==> config.mk <==
export PLATFORM = sky130hd
export DESIGN_NAME = spike_rate_decoder
export DESIGN_NICKNAME = d
export VERILOG_FILES = /design/src/rtl/spike_rate_decoder.sv
export SDC_FILE = /design/constraint.sdc
export NUM_CORES = 1
export LEC_CHECK = 0
export ABC_AREA = 1
export CAP_MARGIN = 20
export CORE_MARGIN = 2
export CORE_UTILIZATION = 35
export CTS_CLUSTER_DIAMETER = 100
export DETAILED_ROUTE_END_ITERATION = 10
export HOLD_SLACK_MARGIN = 0.02
export PLACE_DENSITY_LB_ADDON = 0.2
export SETUP_SLACK_MARGIN = 0.3
export SLEW_MARGIN = 40
export SYNTH_ARGS = -nofsm -noshare
export SYNTH_HDL_FRONTEND = slang
export SYNTH_SLANG_ARGS = --single-unit
export TNS_END_PERCENT = 5
==> constraint.sdc <==
create_clock -name clk -period 2 [get_ports clk]
set_input_delay 0.4 -clock clk [delete_from_list [all_inputs] [get_ports clk]]
set_output_delay 0.4 -clock clk [all_outputs]
set_load 0.1 [all_outputs]
==> src/rtl/spike_rate_decoder.sv <==
// Counts spikes over a 2^WINDOW_LOG2-cycle window and converts the count to an intensity value.
// Optional first-spike-time outputs are enabled with SPIKE_DECODER_FIRST_SPIKE_EN.
module spike_rate_decoder #(
   parameter int unsigned WIDTH       = 16,
   parameter int unsigned WINDOW_LOG2 = 8
) (
   input  logic                   clk,
   input  logic                   rst,
   input  logic                   start,
   input  logic                   spike_in,
   output logic                   busy,
   output logic                   out_valid,
   input  logic                   out_ready,
   output logic [WIDTH-1:0]       out_value,
   output logic [WINDOW_LOG2:0]   out_count,
   output logic                   overrun,
   input  logic                   overrun_clr
`ifdef SPIKE_DECODER_FIRST_SPIKE_EN
   ,
   output logic [WINDOW_LOG2-1:0] first_spike_time,
   output logic                   no_spike
`endif
);

   localparam int unsigned SHIFT = WIDTH - WINDOW_LOG2;

   typedef enum logic [0:0] {StIdle, StCount} state_e;

   state_e                 state_q, state_d;
   logic [WINDOW_LOG2:0]   cyc_q, cyc_d;
   logic [WINDOW_LOG2:0]   spk_q, spk_d;
   logic                   window_end;
   logic                   load;
   logic                   valid_q, valid_d;
   logic [WIDTH-1:0]       value_q, value_d;
   logic [WINDOW_LOG2:0]   count_q, count_d;
   logic                   overrun_q, overrun_d;
   logic [WIDTH-1:0]       conv_value;

   // Cycle counter runs 0..N-1 while sampling; reaching N (MSB set) marks the result cycle.
   always_comb begin
      state_d    = state_q;
      cyc_d      = cyc_q;
      spk_d      = spk_q;
      window_end = 1'b0;
      unique case (state_q)
         StIdle: begin
            if (start) begin
               state_d = StCount;
               cyc_d   = '0;
               spk_d   = '0;
            end
         end
         StCount: begin
            if (cyc_q[WINDOW_LOG2]) begin
               state_d    = StIdle;
               window_end = 1'b1;
            end else begin
               cyc_d = cyc_q + 1'b1;
               spk_d = spk_q + (WINDOW_LOG2 + 1)'(spike_in);
            end
         end
         default: state_d = StIdle;
      endcase
   end

   always_ff @(posedge clk or posedge rst) begin
      if (rst) begin
         state_q <= StIdle;
         cyc_q   <= '0;
         spk_q   <= '0;
      end else begin
         state_q <= state_d;
         cyc_q   <= cyc_d;
         spk_q   <= spk_d;
      end
   end

   // A full window (count == N) saturates instead of wrapping to zero.
   always_comb begin
      if (spk_q[WINDOW_LOG2]) begin
         conv_value = '1;
      end else begin
         conv_value = WIDTH'(spk_q[WINDOW_LOG2-1:0]) << SHIFT;
      end
   end

   assign load = window_end && (!valid_q || out_ready);

   always_comb begin
      valid_d   = valid_q;
      value_d   = value_q;
      count_d   = count_q;
      overrun_d = overrun_q;
      if (valid_q && out_ready) begin
         valid_d = 1'b0;
      end
      if (load) begin
         valid_d = 1'b1;
         value_d = conv_value;
         count_d = spk_q;
      end
      if (overrun_clr) begin
         overrun_d = 1'b0;
      end
      if (window_end && valid_q && !out_ready) begin
         overrun_d = 1'b1;
      end
   end

   always_ff @(posedge clk or posedge rst) begin
      if (rst) begin
         valid_q   <= 1'b0;
         value_q   <= '0;
         count_q   <= '0;
         overrun_q <= 1'b0;
      end else begin
         valid_q   <= valid_d;
         value_q   <= value_d;
         count_q   <= count_d;
         overrun_q <= overrun_d;
      end
   end

   assign busy      = (state_q == StCount);
   assign out_valid = valid_q;
   assign out_value = value_q;
   assign out_count = count_q;
   assign overrun   = overrun_q;

`ifdef SPIKE_DECODER_FIRST_SPIKE_EN
   logic [WINDOW_LOG2-1:0] fst_q, fst_d;
   logic                   seen_q, seen_d;
   logic [WINDOW_LOG2-1:0] fst_out_q, fst_out_d;
   logic                   no_spike_q, no_spike_d;

   always_comb begin
      fst_d      = fst_q;
      seen_d     = seen_q;
      fst_out_d  = fst_out_q;
      no_spike_d = no_spike_q;
      if (state_q == StIdle && start) begin
         fst_d  = '1;
         seen_d = 1'b0;
      end else if (state_q == StCount && !cyc_q[WINDOW_LOG2] && spike_in && !seen_q) begin
         fst_d  = cyc_q[WINDOW_LOG2-1:0];
         seen_d = 1'b1;
      end
      if (load) begin
         fst_out_d  = fst_q;
         no_spike_d = !seen_q;
      end
   end

   always_ff @(posedge clk or posedge rst) begin
      if (rst) begin
         fst_q      <= '0;
         seen_q     <= 1'b0;
         fst_out_q  <= '0;
         no_spike_q <= 1'b0;
      end else begin
         fst_q      <= fst_d;
         seen_q     <= seen_d;
         fst_out_q  <= fst_out_d;
         no_spike_q <= no_spike_d;
      end
   end

   assign first_spike_time = fst_out_q;
   assign no_spike         = no_spike_q;
`endif

endmodule

==> flow_summary.toml <==
[route]
viasPerCell = 4.460
drt_iter0_markers = 109
drt_first_pass_iters = 4
drc = 0
final_antenna_net_count = 0
num_vias = 1445
wirelength_mm = 3.490
wl_per_cell_um = 10.77

[critical_path]
rr_startpoint = "spk_q[0]$_DFFE_PP0P_"
path_cells = "buf_12"
cp.arrival_ps = 1200
required_ps = 1600
end_kind = "output port"
crit_buf_inv = 1
crit_start = "out_value[7]$_DFFE_PP0P_"
path_max_fanout = 10
max_stage_delay_ps = 670
slowest_stage = "dfrtp_2"
cpLargestDelayFamily = "flip-flops"
startpoint_type = "register"
critPathKind = "reg2out"

[layout]
drive_above_1_share_pct = 23.62
seq_area_um2 = 952.2
multi_input_area_um2 = 734.5
antenna_cells = 0
nNetsFinal = 262
final_core_util_pct = 46.81
area_growth_pct = 28.63
fin_cells = 324
n_fill_cell = 513

[status]
status = "complete, no violations"

[placement]
dp_cells = 316
dp_hpwl_mm = 2.526
port_buffers = 33
gp_congestion = 0.8124

[power]
leakage_uw = 0.001289
irDropWorstVdd_uv = 650.4
power.density_nw_per_um2 = 1291

[timing]
fin_hold_ws_ps = 487.5
fin_setup_tns_ps = 0
rsz0062_at_grt = "no"
hold_viol_final = 0
relSlewSlack_pct = 68.19
skew_ps = 11.82
setup_viol = 0
report.final.slew_viol_count = 0
fin_crit_sh_pct = 79.89
finalCriticalPeriod_ps = 1598
fmax_ghz = 0.6259
tightest_slew_ps = 477.1

[synth]
netlist_area_um2 = 1871
synthDistinctLibCells = 21
ys_seq_area_share_pct = 50.84
synth_top_area_share_pct = 50.84
synth_seq_cells = 38
netlist.top_cell.by_area = "dfrtp_1"
synthCells = 222
synth_area_leaders = "dfrtp_1 (51%), nand2_1 (16%), nand3_1 (5.6%), inv_1 (4.6%), nand2_2 (3.7%)"
syn_area_per_cell_um2 = 8.426
yosys_warnings = 0
syn_nets = 231

[cts]
ctsHoldBuffers = 0
cts-root-buf = "clkbuf_8"
cts_buffers = 5
cts_tree = "yes"
clkSlewWorstSetupHoldPaths_ps = 80
clock_latency_ps = 290
htreeDepth = 2
clockBufferDepth = 2
cts.sinks = 38

[hold_path]
hold_start = "out_value[13]$_DFFE_PP0P_"
hold_class = "reg2reg"

[global_routing]
antenna_found_initial = 0
first_global_vias = 1311
grt_max_degree = 39
gr-total-overflow = 0
grt.met3_usage_pct = 3.647
grtUsageMet2_pct = 18.86
busiest_layer = "met2"
met1_usage_pct = 16.98
grt_use_total_pct = 12.51
grt_pass1_wl_mm = 6.003

[floorplanning]
initial_utilization_pct = 36.39
die-area_um2 = 5945
coreArea_um2 = 5140
die_h_um = 77.11
rows = 26
fp.dieW_um = 77.11
io-pin-count = 34

[job]
maxCapViolations = 0
## per-layer routing
metal,wire (µm),share of wire [%]
met5,0,0
met4,38,1.1
met3,155,4.4
met2,1590,46
met1,1704,49
## final cells by class
| cell class | instances | area share (%) |
|---|---|---|
| sequential | 38 | 39.57 |
| multi-input combinational | 149 | 30.53 |
| timing repair buffer | 34 | 16.33 |
| inverter | 25 | 4.212 |
| tap | 70 | 3.640 |
| clock buffer | 5 | 2.860 |
| clock inverter | 3 | 2.860 |
## path summary, 6_finish.rpt
path | slack [ps] | cells after the start | endpoint
worst min-delay path | 490 | 2 | out_value[13]$_DFFE_PP0P_
worst max-delay path | 400 | 1 | out_value[7]
worst min register to register | 490 | 2 | out_value[13]$_DFFE_PP0P_
max in group asynchronous | 1120 | 3 | out_value[7]$_DFFE_PP0P_
worst max register to register | 650 | 8 | spk_q[8]$_DFFE_PP0P_
min in group asynchronous | 530 | 3 | out_count[2]$_DFFE_PP0P_
## state kept, by name, indices dropped and copies added (netlist names)
name       count
out_valid      1
overrun        1
cyc_q          9
out_value      9
busy           1
out_count      8
spk_q          9
## synth_stat cells
cell type  count
nand3_1       21
nor2_4         1
inv_6          1
nand2_1       78
inv_1         23
nand3_2        1
nor2_8         1
nand4_1        3
a21oi_1        2
buf_4          8
o21ai_0        4
buf_6          1
ha_1           3
nand2_2       11
nand2_4        4
o22ai_1        3
o21ai_2        1
inv_4          1
dfrtp_1       38
buf_12         1
nor2_1        16
## cell usage in the layout, fill, tap and decap left out, types with 2 or more instances in the layout
cell type,n
nand2_1,78
dfrtp_1,37
inv_1,23
nand3_1,21
buf_4,19
nor2_1,15
nand2_2,11
buf_12,10
clkbuf_8,5
clkdlybuf4s50_1,5
o21ai_0,4
nand2_4,4
o22ai_1,3
nand4_1,3
ha_1,3
nor2_4,2
a21oi_1,2
bufinv_16,2
## logic make-up after synthesis
kind of cell / share of synthesized area (%)
and+or+nand+nor: 33.78
DFF: 50.84
buffers and inverters: 10.30
AOI/OAI and AO/OA: 3.077
adders and majority gates: 2.007
## stage by stage
stage | instance area (µm²) | worst slack [ps] | power, µW
floorplan | 1872 | 191.6 | 2076
global placement | 2261 | 92.78 | 2331
detailed placement | 2261 | 63.65 | 2342
CTS | 2399 | 377.2 | 3130
global route | 2406 | 320.0 | 3286
finish | 2406 | 402.2 | 3106
## worst min-delay path, stage by stage, from the launching register on
cell and delay [ps]:
dfrtp_1 350, nand2_1 50, nand3_1 50
## power by group
part           internal [µW]  switching, µW
registers                956            177
clock network            500            285
logic                    300            887
total                   1760           1350
## repair_timing
| item | in CTS | in global routing |
|---|---|---|
| setup buffers | 0 | 0 |
| endpoints found under the setup margin | 0 | 2 |
| resized for setup | 0 | 2 |
Power figures use the tool's default switching activity.
==> edit (config.mk and constraints unchanged) <==
Register the output `out_count` once more, cleared by the reset; this adds one clock of latency there. The other outputs are not delayed to match.
--- a/src/rtl/spike_rate_decoder.sv
+++ b/src/rtl/spike_rate_decoder.sv
@@ -125,7 +125,13 @@
    assign busy      = (state_q == StCount);
    assign out_valid = valid_q;
    assign out_value = value_q;
-   assign out_count = count_q;
+   always_ff @(posedge clk or posedge rst) begin
+      if (rst) begin
+         out_count <= '0;
+      end else begin
+         out_count <= count_q;
+      end
+   end
    assign overrun   = overrun_q;
 
 `ifdef SPIKE_DECODER_FIRST_SPIKE_EN
Behaviour: same outputs for any inputs over 10 cycles, from zero or initial values and one cycle with rst high; that may be too few to reach the edited logic, so the function may still have changed.
==> edit against the original RTL <==
- cell count grew 1.2%
- synthesized area rose by 6.1%
- setup slack better by 0.064 ns
- total power up 6.3%
- synthesized cell count grew 0.45%
- first-iteration DRC count decreased by 39%
- sequential cell count up 9
- cell area up 4.4%
- routed wire length increased by 1.8%
- critical path type is now input pin to register
- highest routed layer unchanged
==> edit: results (changes against the original RTL) <==
Synthesis
  • Register area share after synthesis: 59.3% (+8.4 points)
  • Synthesized Nets: 232 (+0.43%)
  • Asr flop ratio synth: 100% (unchanged)
  • Post-synth cell types: 18 (-14%)
  • Commonest cells post-synth: nand2_1 (84), dfrtp_1 (47), inv_1 (20)

Placed design
  • Post-DP Area: 2410 sq um (+6.4%)
  • Placer Congestion: 0.786 (-3.3%)
  • DP HPWL: 2560 um (+1.5%)

Final layout
  • Synthesis-to-layout area growth: 26.6%
  • Final net count: 265 (+1.1%)
  • Share of cells above drive strength 1: 19.1% (-4.5 points)

Drt
  • WL/cell: 10.8 um (+0.59%)
  • Total number of vias: 1453 (+0.55%)
  • DRT iter0 DRCs: 67 (-39%)

Timing
  • Post-route minimum period: 1.53 ns (-0.0645 ns)
  • Rel. slew slack: 73.9% (+5.7 points)
  • Fin Clk Skew: 0.00388 ns (-0.00794 ns)

Power
  • Int Power: 1.86 mW (+6.1%)
  • LEAKAGE: 1.34 nW (+4.3%)
  • Peak VDD IR: 0.760 mV (+17%)

Worst setup path
  • Slowest CP cell: clkdlybuf4s50_1
  • Critical Path Fanout Max: 3 (-7)
  • Delay-heaviest family, CP: buffers and inverters
  • Critical path's largest stage delay: 0.47 ns (-0.20 ns)
  • Crit path DAT: 1.71 ns (+0.51 ns)

Global routing
  • Vias in the first global route: 1400 (+6.8%)
  • Largest net degree at the start of global routing: 40 (+2.6%)
  • First-pass GRT wire length: 6450 um (+7.5%)
  • All-Layer GR Usage: 13.1% (+0.54 points)

Status
  • Status: completed

Worst hold path
  • Hold WC Path Type: input pin to async pin
-- edit: cell count changes in the layout (fill, tap and decap cells not counted), sizes merged, moves of 2 or more --
cell / unedited run / this run
dfrtp: 38 / 47
nand2: 93 / 86
o21ai: 5 / 9
nand3: 22 / 19
buf: 29 / 31
-- edit: through the flow --
| step | cells | hold WS, ns |
|---|---|---|
| global route | 328 | 0.332 |
| detailed placement | 321 | 0.361 |
| floorplan | 223 | 0.354 |
| finish | 328 | 0.331 |
| global placement | 321 | 0.363 |
| CTS | 328 | 0.330 |
-- edit: logic make-up after synthesis --
kind of cell	Yosys count	synth area share, %
simple gates	126	26.7
fa+ha+maj	3	1.89
buf+inv	34	8.64
flops	47	59.3
compound gates	13	3.47
-- edit: final timing paths --
path,start,end,cells past startpoint
setup reg to reg,spk_q[0]$_DFFE_PP0P_,spk_q[6]$_DFFE_PP0P_,7
min in group clk,count_q[5]$_DFFE_PP0P_,out_count[5]$_DFF_PP0_,0
max in group asynchronous,rst,busy$_DFF_PP0_,3
hold reg to reg,count_q[5]$_DFFE_PP0P_,out_count[5]$_DFF_PP0_,0
setup / recovery,spike_in,spk_q[6]$_DFFE_PP0P_,8
hold / removal,rst,overrun$_DFFE_PP0P_,2
-- edit: cell type report --
| type | count | area share [%] |
|---|---|---|
| sequential | 47 | 46.9 |
| multi-input combinational | 142 | 25.3 |
| timing repair buffer | 36 | 16.2 |
| inverter | 24 | 3.69 |
| tap | 72 | 3.59 |
| clock buffer | 5 | 2.74 |
| clock inverter | 2 | 1.49 |
-- edit: power groups by stage --
stage	combinational [mW]	sequential [mW]	clock, mW
2_1_floorplan	0.393	1.98	0
3_3_place_gp	1.25	1.39	0
3_5_place_dp	1.27	1.39	0
4_1_cts	1.27	1.38	0.696
5_1_grt	1.36	1.41	0.743
6_report	1.25	1.37	0.674
-- edit: per-layer routing --
metal | up-vias | global-route usage, % | share of wire [%]
met1 | 662 | 17.9 | 49
met2 | 28 | 19.9 | 45
met3 | 4 | 3.18 | 4.2
li1 | 759 | - | -
met4 | 0 | 5.17 | 1.2
met5 | - | 0 | 0
-- edit: worst register-to-register path: stages, from the launching register on --
cell	delay, ns
dfrtp_1	0.39
ha_1	0.19
ha_1	0.17
nand2_1	0.09
nor2_1	0.18
nand2_1	0.09
nand3_1	0.06
o21ai_0	0.07
